==> src/rtl/slope_trigger_pkg.sv <==
// Shared types and record layout for the slope trigger.
// SLOPE_TRIGGER_NEG_EN adds the saturating-negate helper used for falling-edge detection.
package slope_trigger_pkg;

  typedef enum logic [1:0] {
    ARMED = 2'd0,
    HOLD  = 2'd1,
    REARM = 2'd2
  } trig_state_e;

  localparam int REC_W     = 32;
  localparam int POL_BIT   = 31;
  localparam int TS_LSB    = 16;
  localparam int TS_W      = 15;
  localparam int SIG_LSB   = 8;
  localparam int SIG_W     = 8;
  localparam int SLOPE_LSB = 0;
  localparam int SLOPE_W   = 8;

  typedef struct packed {
    logic               pol;
    logic [TS_W-1:0]    ts;
    logic [SIG_W-1:0]   sig;
    logic [SLOPE_W-1:0] slope;
  } event_t;

  function automatic logic [REC_W-1:0] pack_event(input event_t ev);
    logic [REC_W-1:0] r;
    r                        = '0;
    r[POL_BIT]               = ev.pol;
    r[TS_LSB +: TS_W]        = ev.ts;
    r[SIG_LSB +: SIG_W]      = ev.sig;
    r[SLOPE_LSB +: SLOPE_W]  = ev.slope;
    return r;
  endfunction

`ifdef SLOPE_TRIGGER_NEG_EN
  // -(-128) does not fit in 8 bits; clamp to +127.
  function automatic logic signed [7:0] sat_neg(input logic signed [7:0] v);
    return (v == 8'sh80) ? 8'sh7F : -v;
  endfunction
`endif

endpackage

==> src/rtl/slope_trigger_fifo.sv <==
// Event record FIFO with a registered head word; drives the AXI-Stream master side.
// Storage holds DEPTH entries; the head register mirrors the oldest entry.
module slope_trigger_fifo #(
  parameter int DEPTH = 4,
  parameter int W     = 32
) (
  input  logic         clk,
  input  logic         aresetn,
  input  logic         push,
  input  logic [W-1:0] din,
  output logic         full,
  output logic         empty,
  output logic [W-1:0] tdata,
  output logic         tvalid,
  input  logic         tready
);

  localparam int AW = (DEPTH > 1) ? $clog2(DEPTH) : 1;

  logic [W-1:0]  mem [DEPTH];
  logic [AW-1:0] wr_ptr, rd_ptr, rd_nxt;
  logic [AW:0]   count, count_n;
  logic          pop, push_ok;

  assign full    = (count == (AW+1)'(DEPTH));
  assign empty   = (count == '0);
  assign pop     = tvalid & tready;
  // A full FIFO still accepts when the head leaves in the same cycle.
  assign push_ok = push & (~full | pop);
  assign rd_nxt  = rd_ptr + AW'(1);

  always_comb begin
    count_n = count;
    if (push_ok && !pop)      count_n = count + (AW+1)'(1);
    else if (!push_ok && pop) count_n = count - (AW+1)'(1);
  end

  always_ff @(posedge clk) begin
    if (push_ok) mem[wr_ptr] <= din;
  end

  always_ff @(posedge clk or negedge aresetn) begin
    if (!aresetn) begin
      wr_ptr <= '0;
      rd_ptr <= '0;
      count  <= '0;
      tvalid <= 1'b0;
      tdata  <= '0;
    end else begin
      if (push_ok) wr_ptr <= wr_ptr + AW'(1);
      if (pop)     rd_ptr <= rd_nxt;
      count  <= count_n;
      tvalid <= (count_n != '0);
      if (pop && count > (AW+1)'(1))
        tdata <= mem[rd_nxt];
      else if (push_ok && (empty || (pop && count == (AW+1)'(1))))
        tdata <= din;
    end
  end

endmodule

==> src/rtl/slope_trigger.sv <==
// Slope hysteresis trigger: emits one timestamped record per detected edge via a small FIFO.
// Define SLOPE_TRIGGER_NEG_EN to also detect falling edges (polarity bit = 1).
module slope_trigger #(
  parameter int FIFO_DEPTH = 4,
  parameter int TS_W       = 15
) (
  input  logic        clk,
  input  logic        aresetn,
  input  logic        sample_valid,
  input  logic [7:0]  signal,
  input  logic [7:0]  signal_d,
  input  logic [7:0]  thr_hi,
  input  logic [7:0]  thr_lo,
  input  logic [15:0] holdoff,
  input  logic        ovf_clr,
  output logic [31:0] m_axis_event_tdata,
  output logic        m_axis_event_tvalid,
  input  logic        m_axis_event_tready,
  output logic        ovf
);

  import slope_trigger_pkg::*;

  trig_state_e       state;
  logic [15:0]       hold_cnt;
  logic [TS_W-1:0]   ts;
  logic signed [7:0] slope, hi, lo;
  logic              rise_hit, rearm, fire, pol;
  logic              fifo_full, fifo_empty, pop, drop;
  event_t            ev;

  assign slope    = signed'(signal_d);
  assign hi       = signed'(thr_hi);
  assign lo       = signed'(thr_lo);
  assign rise_hit = (slope >= hi);

`ifdef SLOPE_TRIGGER_NEG_EN
  logic fall_hit, pol_q;

  assign fall_hit = (slope <= sat_neg(hi));
  assign pol      = ~rise_hit & fall_hit;
  // Re-arm side follows the polarity of the event that disarmed us.
  assign rearm    = pol_q ? (slope >= sat_neg(lo)) : (slope <= lo);
  assign fire     = sample_valid & (state == ARMED) & (rise_hit | fall_hit);

  always_ff @(posedge clk or negedge aresetn) begin
    if (!aresetn)  pol_q <= 1'b0;
    else if (fire) pol_q <= pol;
  end
`else
  assign pol   = 1'b0;
  assign rearm = (slope <= lo);
  assign fire  = sample_valid & (state == ARMED) & rise_hit;
`endif

  assign ev = '{pol: pol, ts: ts, sig: signal, slope: signal_d};

  assign pop  = ~fifo_empty & m_axis_event_tready;
  assign drop = fire & fifo_full & ~pop;

  always_ff @(posedge clk or negedge aresetn) begin
    if (!aresetn) begin
      state    <= ARMED;
      hold_cnt <= '0;
      ts       <= '0;
    end else if (sample_valid) begin
      ts <= ts + TS_W'(1);
      unique case (state)
        ARMED: if (fire) begin
          hold_cnt <= holdoff - 16'd1;
          state    <= (holdoff != 16'd0) ? HOLD : REARM;
        end
        // Counter holds holdoff-1 on entry, so exactly holdoff samples are ignored.
        HOLD:  if (hold_cnt == 16'd0) state <= REARM;
               else                   hold_cnt <= hold_cnt - 16'd1;
        REARM: if (rearm) state <= ARMED;
        default: state <= ARMED;
      endcase
    end
  end

  // A drop in the same cycle as a clear wins.
  always_ff @(posedge clk or negedge aresetn) begin
    if (!aresetn)     ovf <= 1'b0;
    else if (drop)    ovf <= 1'b1;
    else if (ovf_clr) ovf <= 1'b0;
  end

  slope_trigger_fifo #(
    .DEPTH (FIFO_DEPTH),
    .W     (REC_W)
  ) u_fifo (
    .clk     (clk),
    .aresetn (aresetn),
    .push    (fire),
    .din     (pack_event(ev)),
    .full    (fifo_full),
    .empty   (fifo_empty),
    .tdata   (m_axis_event_tdata),
    .tvalid  (m_axis_event_tvalid),
    .tready  (m_axis_event_tready)
  );

endmodule
==> config.mk <==
export PLATFORM = sky130hd
export DESIGN_NAME = slope_trigger
export DESIGN_NICKNAME = d
export VERILOG_FILES = /design/src/rtl/slope_trigger_pkg.sv /design/src/rtl/slope_trigger_fifo.sv /design/src/rtl/slope_trigger.sv
export SDC_FILE = /design/constraint.sdc
export NUM_CORES = 1
export LEC_CHECK = 0
export CAP_MARGIN = 20
export CELL_PAD_IN_SITES_DETAIL_PLACEMENT = 1
export CELL_PAD_IN_SITES_GLOBAL_PLACEMENT = 1
export CORE_ASPECT_RATIO = 0.5
export CORE_MARGIN = 3
export CORE_UTILIZATION = 35
export DETAILED_ROUTE_END_ITERATION = 7
export PLACE_DENSITY_LB_ADDON = 0.1
export SYNTH_ARGS = -nofsm -noshare
export SYNTH_HDL_FRONTEND = slang
export SYNTH_HIERARCHICAL = 1
export SYNTH_SLANG_ARGS = --single-unit
==> constraint.sdc <==
create_clock -name clk -period 3.9 [get_ports clk]
set_input_delay 0.975 -clock clk [delete_from_list [all_inputs] [get_ports clk]]
set_output_delay 0.975 -clock clk [all_outputs]
set_load 0.01 [all_outputs]
# Word-level counts from Yosys, hierarchy flattened
# Memories as Yosys holds them, arrays and structs flattened.
# Index checks and enable logic that the tools add are counted.
# word_totals
reg_bits,74
latch_bits,0
ramBits,124
mem_bits_ro,0
input_bits,53
out_inout_bits,34
n_memories,1
# op_classes
addsub,7
n_mul,0
div_mod_pow,0
n_lt_le_gt_ge,3
eq_ne,8
n_shift,0
mux,16
n_bitwise,11
reduce_logical,18
# mem_list
memory,depth,word_bits,read_ports,rd_ports_with_merged_regs,wr,line,source
u_fifo.mem,4,31,1,0,1,slope_trigger_fifo.sv:20,logic [W-1:0] mem [DEPTH];
# op_table
cell,n
$mux W32,2
$mux W16,2
$pmux W16 S2,1
$sub A16 B1 Y16 const B,2
$logic_not A16 Y1,1
$reduce_bool A16 Y1,1
$add A15 B1 Y15 const B,1
$ge A8 B8 Y1,1
$le A8 B8 Y1,1
$mux W2,4
$ne A2 B2 Y1 const B,4
$reduce_and A4 Y1,2
$and A1 B1 Y1,7
$mux W3,2
$pmux W2 S3,1
$reduce_bool A2 Y1,3
$logic_and A1 B1 Y1,5
$add A2 B1 Y2 const B,2
$mux W1,4
$add A3 B1 Y3 const B,1
$eq A3 B1 Y1 const B,1
$eq A3 B3 Y1 const B,1
$gt A3 B1 Y1 const B,1
$logic_not A3 Y1,1
9 further kinds,12

# Longest topological paths before layout
# logic_depth
word_depth,9
depth_mapped,14
mapped_depth_nobuf,11

# By module
# The synthesis kept the hierarchy.
# modules_own_cells
module,instances,cells_per_inst,area_each_um2,seq_area_each_um2
slope_trigger_fifo,1,396,6628.9,4844.6
slope_trigger,1,323,2692.6,850.8

# Least setup slack after synthesis
# No wires, ideal clock.
# synth_path
path_kind,input port to flip-flop
from,input thr_hi[5]
to,"memory u_fifo/mem[0][0] (netlist bit), enable pin"
t_arrival_ns,3.527
t_required_ns,3.508
setup_slack_ns,-0.019
stages,11
path_buffers,2
path_cell_list,inv_1 > ha_1 > a21oi_1 > nor3b_1 > a211oi_1 > or3_1 > clkbuf_1 > clkinv_1 > buf_4 > a21boi_2 > and2_1
# synth_between
elab_chain_cells,5
# synth_lines
item,line,source
start: declaration,slope_trigger.sv:12,"input logic [7:0] thr_hi,"
$ge A8 B8 Y1,slope_trigger.sv:35,assign rise_hit = (slope >= hi);
$and A1 B1 Y1,slope_trigger.sv:53,assign fire = sample_valid & (state == ARMED) & rise_hit;
net fire,slope_trigger.sv:28,"logic rise_hit, rearm, fire, pol;"
$and A1 B1 Y1,slope_trigger_fifo.sv:29,assign push_ok = push & (~full | pop);
$mux W1,slope_trigger_fifo.sv:39,if (push_ok) mem[wr_ptr] <= din;
$mux W1 (not written as such),slope_trigger_fifo.sv:39,
end: declaration,slope_trigger_fifo.sv:20,
# The timed path passes the listed nets, and every way through them passes these cells.

# Worst setup path in the final report
# layout_path
from,input signal_d[0]
to,register u_fifo.tvalid
# layout_between
elab_chain_cells,8
word_cells_on_any_way,9
cone_classes,1 x order compare; 2 x mux; 2 x bitwise; 4 x reduce/logical
# layout_lines
item,line,source
start: declaration,slope_trigger.sv:11,"input logic [7:0] signal_d,"
$ge A8 B8 Y1 (*),slope_trigger.sv:35,
$and A1 B1 Y1 (*),slope_trigger.sv:53,
net fire,slope_trigger.sv:28,
$and A1 B1 Y1 (*),slope_trigger_fifo.sv:29,
$logic_not A1 Y1,slope_trigger_fifo.sv:35,else if (!push_ok && pop) count_n = count - (AW+1)'(1);
$logic_and A1 B1 Y1,slope_trigger_fifo.sv:35,
$mux W3,slope_trigger_fifo.sv:35,
$mux W3 (*),slope_trigger_fifo.sv:34,if (push_ok && !pop) count_n = count + (AW+1)'(1);
net u_fifo.count_n[0],slope_trigger_fifo.sv:22,"logic [AW:0] count, count_n;"
$reduce_bool A3 Y1 (*),slope_trigger_fifo.sv:53,tvalid <= (count_n != '0);
end signal: assignment,slope_trigger_fifo.sv:53,
end: declaration,slope_trigger_fifo.sv:14,"output logic tvalid,"
# Mark *: on every way through the listed nets, which the timed path passes. The rest lies on a longest branch.
# A chain may end at the register's enable or synchronous reset.

==> results.cfg <==
[routing]
first_iter_violations = 349
via_per_inst = 5.18
wl_per_cell_microns = 19.9
ant_nets = 0
totalWireLength_microns = 23700
num_vias = 6175
drt-pass1-iter-count = 4
drc_errors = 0

[timing]
relSlewSlack = 0.520
hold_viol_final = 0
fin_crit_ns = 3.42
fin_crit_sh = 0.876
setup-tns-final_ns = 0
skew_ns = 0.0164
rsz0062_at_grt = no
tightest_slew_ns = 0.720
setup_viol = 0
fmax_ghz = 0.293
maxSlewViolCount = 0
whs_ns = 0.512
timing.final.ws_setup_ns = 0.484

[clocking]
clockRootBuffer = clkbuf_16
cts_sinks = 202
htreeDepth = 1
cts_tree = done
clkLatencyLatePin_ns = 0.50
cts_buffers = 21
cts-resized-gates = 0
cts_setup_buffers = 0
clock_path_buffers = 3
cts.reportedPaths.clkPinSlew_ns = 0.07
ctsHoldBuffers = 0

[synth]
yosysWarnings = 6
ys_seq_area_frac = 0.611
synth.area.top_cells = edfxtp_1 41%, dfrtp_1 20%, mux4_2 7.7%
async_flop_share = 0.366
synth_top_cell_area_share = 0.412
synth.largest_area_cell = edfxtp_1
yosys-top-cells-count = 128 x edfxtp_1, 83 x a21oi_1, 74 x dfrtp_1
syn_avg_cell_area_sq_um = 13.0
synthFlopType = edfxtp_1
synth.most_common_cell = edfxtp_1
synth_edf_count = 128
syn_inst = 719
ys_seq_elements = 202
netlist_area_sq_mm = 0.00932
yosysUniqueCellTypes = 71

[pwr]
p_leak_nw = 4.40
ir_worst_vdd_mv = 0.261
cellPowerDensity_mw_per_mm2 = 690

[worst_setup_path]
crit_required_ns = 4.28
critPathMaxStageDelay_ns = 0.53
cp.arrival_ns = 3.79
cpMostUsedCell = or3_1
cp_max_fo = 8
path_cells = clkdlybuf4s50_1 > inv_1 > ha_1 > nor3b_1 > o21ai_0 > a211oi_1 > or3_1 > clkinv_1 > and3b_1 > a21oi_2 > xnor2_1 > or3_1
cp-start-kind = primary input
endpoint_kind = flop
cpMaxStageDelayCell = clkdlybuf4s50_1
path_class = in -> reg
path_delay_family = simple AND/OR/NAND/NOR gates
cp_num_buf_inv = 3

[floorplanning]
die_y_microns = 121
io-pin-count = 87
coreArea_sq_mm = 0.0257
initial_core_util = 0.363
die_x_microns = 237
dieArea_sq_mm = 0.0287
rows = 41

[run]
maxCapViolCount = 0

[place]
port_buffers = 86
globalplace.congestion = 0.778
dp_cells = 1154
dp_hpwl_microns = 15500
pre_cts_ws_ns = -0.0908

[final_layout]
diodes = 0
final_nets = 912
drive_gt1_frac = 0.139
area_growth_pct = 23.9
final_cells = 1192

[global_route]
grt_overflow_total = 0
grt.total_usage = 0.168
grt_pass1_vias = 6721
grt_pass1_wl_microns = 38000
grt_start_max_net_pins = 49
grt_antenna_before_repair = 0

[hold_path]
hold_class = reg -> reg

[outcome]
outcome = completed
-- metrics by stage --
stage	utilization	total power, mW	cell area [sq um]
6_report	0.449	7.97	11600
3_3_place_gp	0.421	5.86	10800
5_1_grt	0.449	8.50	11600
3_5_place_dp	0.421	5.93	10800
4_1_cts	0.449	8.09	11600
2_1_floorplan	-	4.88	9340
-- cell families after synthesis --
kind of cell | share of synthesized area
buffers and inverters | 0.0352
and+or+nand+nor | 0.101
DFF | 0.611
other | 0.000402
xor gates and xnor gates | 0.0197
AOI/OAI and AO/OA | 0.102
adders and majority gates | 0.0349
muxes | 0.0953
-- final timing paths --
path	startpoint	endpoint	slack, ns	depth (start not counted)
setup / recovery	signal_d[0]	u_fifo/tvalid$_DFF_PN0_	0.48	12
hold / removal	hold_cnt[15]$_DFFE_PN0P_	hold_cnt[15]$_DFFE_PN0P_	0.51	1
setup reg to reg	state[0]$_DFFE_PN0P_	hold_cnt[10]$_DFFE_PN0P_	1.11	9
hold reg to reg	hold_cnt[15]$_DFFE_PN0P_	hold_cnt[15]$_DFFE_PN0P_	0.51	1
max in group asynchronous	aresetn	u_fifo/tdata[21]$_DFFE_PN0P_	2.64	2
min in group asynchronous	aresetn	hold_cnt[15]$_DFFE_PN0P_	0.52	1
-- per-layer routing --
layer,wire (microns),vias to the layer above,track usage
met5,0,-,0
met1,11100,3164,0.229
met4,289,0,0.0290
li1,-,2900,-
met2,11500,85,0.285
met3,750,26,0.0284
-- where the power goes --
group / internal [mW] / switching, mW
logic: 1.30 / 1.34
registers: 2.77 / 0.439
clock network: 1.27 / 0.857
total: 5.34 / 2.63
-- area by class of cell --
type	instances	area (sq um)
Multi-Input combinational cell	454	3320
Timing Repair Buffer	121	1260
Clock buffer	29	596
Sequential cell	202	5700
Tap cell	344	430
Fill cell	2658	14100
Clock inverter	9	128
Inverter	33	124
-- flip-flops by register name (all words and copies together) (netlist names) --
signal / flops
u_fifo/mem: 128
u_fifo/tdata: 32
hold_cnt: 16
ts: 15
u_fifo/count: 3
state: 2
u_fifo/rd_ptr: 2
u_fifo/wr_ptr: 2
ovf: 1
u_fifo/tvalid: 1
-- layout by cell type, fill, tap and decap left out, types with 15 or more instances in the layout --
cell type / count
edfxtp_1: 128
clkdlybuf4s50_1: 85
a21oi_1: 83
dfrtp_1: 73
nor2_1: 59
nand2_1: 59
inv_1: 32
mux4_2: 32
ha_1: 26
buf_4: 25
clkbuf_16: 21
o21ai_0: 19
xnor2_1: 16
nor3_1: 15
(Power assumes the default switching activity.)
==> edit, RTL diff (config.mk and constraints unchanged) <==
Re-encode `trig_state_e` (3 states) as one-hot, 3 bits wide.
--- a/src/rtl/slope_trigger_pkg.sv
+++ b/src/rtl/slope_trigger_pkg.sv
@@ -2,10 +2,10 @@
 // SLOPE_TRIGGER_NEG_EN adds the saturating-negate helper used for falling-edge detection.
 package slope_trigger_pkg;
 
-  typedef enum logic [1:0] {
-    ARMED = 2'd0,
-    HOLD  = 2'd1,
-    REARM = 2'd2
+  typedef enum logic [2:0] {
+    ARMED = 3'b001,
+    HOLD  = 3'b010,
+    REARM = 3'b100
   } trig_state_e;
 
   localparam int REC_W     = 32;
Formal check against the unedited RTL: same outputs for any inputs over 4 cycles, from zero or initial values and one cycle with aresetn low; so few cycles prove little.
==> edit against the unedited design <==
- synthesized area grew 2.2%
- first-iteration DRC count fell by 13%
- core utilization up 0.20 points
- power down 4.1%
- final area is 1.5% higher
- worst setup slack gained 0.085 ns
- count of clock-buffer cells in the layout down 7
- wire length increased by 2.8%
- critical path type unchanged
- worst hold slack got worse by 0.018 ns
- critical endpoint unchanged
- sequential cell count increased by 1
- clock power is 7% lower
- clock skew down 0.0039 ns
==> edit: results (changes against the unedited design) <==
Power
  • VDD IR max: 0.2734 mV (was 0.2610 mV)
  • Leak Pwr: 4.446 nW (was 4.398 nW)
  • Internal power: 5.100 mW (was 5.339 mW)

Final layout
  • Nets: 929 (was 912)
  • Largest regs: u_fifo/mem x128, u_fifo/tdata x32, hold_cnt x16 (unchanged)
  • Fillcell total: 2,685 (was 2,658)
  • Layout cell share with drive strength beyond 1: 15.28% (was 13.92%)

Worst setup path
  • Critical path peak fanout: 7 (was 8)
  • Family with the most delay on the worst path: compound AO/OA/AOI/OAI gates (was simple AND/OR/NAND/NOR gates)
  • Crit path DAT: 3.72 ns (was 3.79 ns)
  • Worst r2r src: state[2] (was state[0])
  • R2R Setup Slk: 0.71 ns (was 1.11 ns)

Global routing
  • Global-route wire length before repair: 39,210 microns (was 37,990 microns)
  • GRT Overall Usage: 17.09% (was 16.75%)
  • Vias in the first global route: 6,977 (was 6,721)
  • Maximum number of pins on one net before global-route repair: 44 (was 49)

Placement
  • DP Cell Count: 1,172 (was 1,154)
  • Pre-CTS WS: 0.006109 ns (was -0.09084 ns)
  • Cell area after placement: 11,050 sq um (was 10,830 sq um)
  • GPL Wtd Cong: 0.7992 (was 0.7777)
  • DP HPWL: 16,260 microns (was 15,540 microns)

Synth
  • Synth cell count leaders: edfxtp_1 (128), a21oi_1 (81), dfrtp_1 (74) (was edfxtp_1 (128), a21oi_1 (83), dfrtp_1 (74))
  • Cells after synthesis: 733 (was 719)
  • Area contributors post-synth: edfxtp_1 (40%), dfrtp_1 (19%), mux4_2 (7.6%), a21oi_1 (4.3%), ha_1 (3.4%) (was edfxtp_1 (41%), dfrtp_1 (20%), mux4_2 (7.7%), a21oi_1 (4.5%), ha_1 (3.5%))
  • FFs w/ async S/R, synth: 36.95% (was 36.63%)
  • Yosys top cell area share: 40.36% (was 41.23%)
  • Sequential element share of the synthesized area: 60.08% (was 61.10%)
  • Library cells used by synthesis: 78 (was 71)

Clocking
  • Largest buffer count on any clock path: 3 (unchanged)
  • Num CTS Buffers: 20 (was 21)

Drt
  • Routed vias/inst: 5.358 (was 5.180)
  • Met2 WL post-DR: 11,590 microns (was 11,550 microns)
  • Via count: 6,472 (was 6,175)
  • Met3 WL post-DR: 629 microns (was 750 microns)
  • Final wirelength: 24,390 microns (was 23,730 microns)
  • Wl on met1: 11,770 microns (was 11,140 microns)

Outcome
  • Run status: complete, no violations (unchanged)

Timing
  • Slew margin rel.: 32.46% (was 52.02%)
  • Clock Skew: 0.01246 ns (was 0.01639 ns)
  • Fin Hold WS: 0.4938 ns (was 0.5117 ns)

Min path
  • Worst Hold Class: input pin to asynchronous set/reset pin (was flop to flop)
## edit: cell count changes after synthesis, sizes merged, moves of 4 or more
cell,unedited run,this run
a21o,3,10
o21ai,22,12
nor3b,2,6
or3,10,2
a31oi,2,7
mux2i,10,3
nand4,7,12
inv,32,28
nor3,16,24
nor2,59,54
## edit: stage by stage
stage | util [%] | power (mW)
finish | 45.15 | 7.646
floorplan | - | 4.720
detailed placement | 42.58 | 5.747
global placement | 42.58 | 5.664
CTS | 45.15 | 7.764
global route | 45.15 | 8.146
## edit: metal layers
layer,vias to the layer above,track usage [%]
li1,3002,-
met5,-,0
met3,30,2.380
met4,0,3.884
met2,83,28.30
met1,3357,24.16
## edit: worst max path at each step
stage                start  cells past startpoint                 to  slack [ns]
3_5_place_dp   signal_d[6]                     12      u_fifo/tvalid       0.006
4_1_cts        signal_d[6]                     12      u_fifo/tvalid        0.52
5_1_grt        signal_d[6]                     12      u_fifo/tvalid        0.31
2_1_floorplan    thr_hi[7]                     10   u_fifo/mem[0][0]        0.02
3_3_place_gp   signal_d[6]                     10  u_fifo/mem[1][13]        0.06
6_report       signal_d[6]                     12      u_fifo/tvalid        0.57
## edit: area by class of cell
cell class / count / area, sq um / share of cell area (%)
timing repair buffer: 126 / 1284 / 10.95
sequential: 203 / 5723 / 48.84
multi-input combinational: 471 / 3511 / 29.96
clock buffer: 22 / 518.0 / 4.420
clock inverter: 14 / 147.6 / 1.260
inverter: 28 / 105.1 / 0.8969
tap: 344 / 430.4 / 3.673
## edit: worst register-to-register path: cells and delay by family (launching register included)
| family | cells | cell delay [ns] |
|---|---|---|
| compound gates | 1 | 0.22 |
| simple gates | 5 | 1.40 |
| mux | 2 | 0.64 |
| fa+ha+maj | 1 | 0.36 |
| flops | 1 | 0.47 |
## edit: cells by family (layout without fill, tap and decap cells)
logic type | Yosys count | count (layout) | share of synthesized area [%]
buffers and inverters | 63 | 190 | 3.206
flip-flops | 203 | 203 | 60.08
AO/OA/AOI/OAI | 160 | 160 | 11.02
other | 1 | 5 | 0.03938
multiplexers | 42 | 42 | 8.750
AND/OR/NAND/NOR | 218 | 218 | 11.64
adder cells (fa/ha/maj) | 26 | 26 | 3.416
XOR/XNOR | 20 | 20 | 1.839
## edit: power by group through the flow
stage | clock network (mW) | registers, mW | logic [mW]
floorplan | 0 | 3.16 | 1.56
global placement | 0 | 3.27 | 2.40
detailed placement | 0 | 3.29 | 2.45
CTS | 2.05 | 3.25 | 2.46
global route | 2.15 | 3.33 | 2.67
finish | 1.99 | 3.24 | 2.42
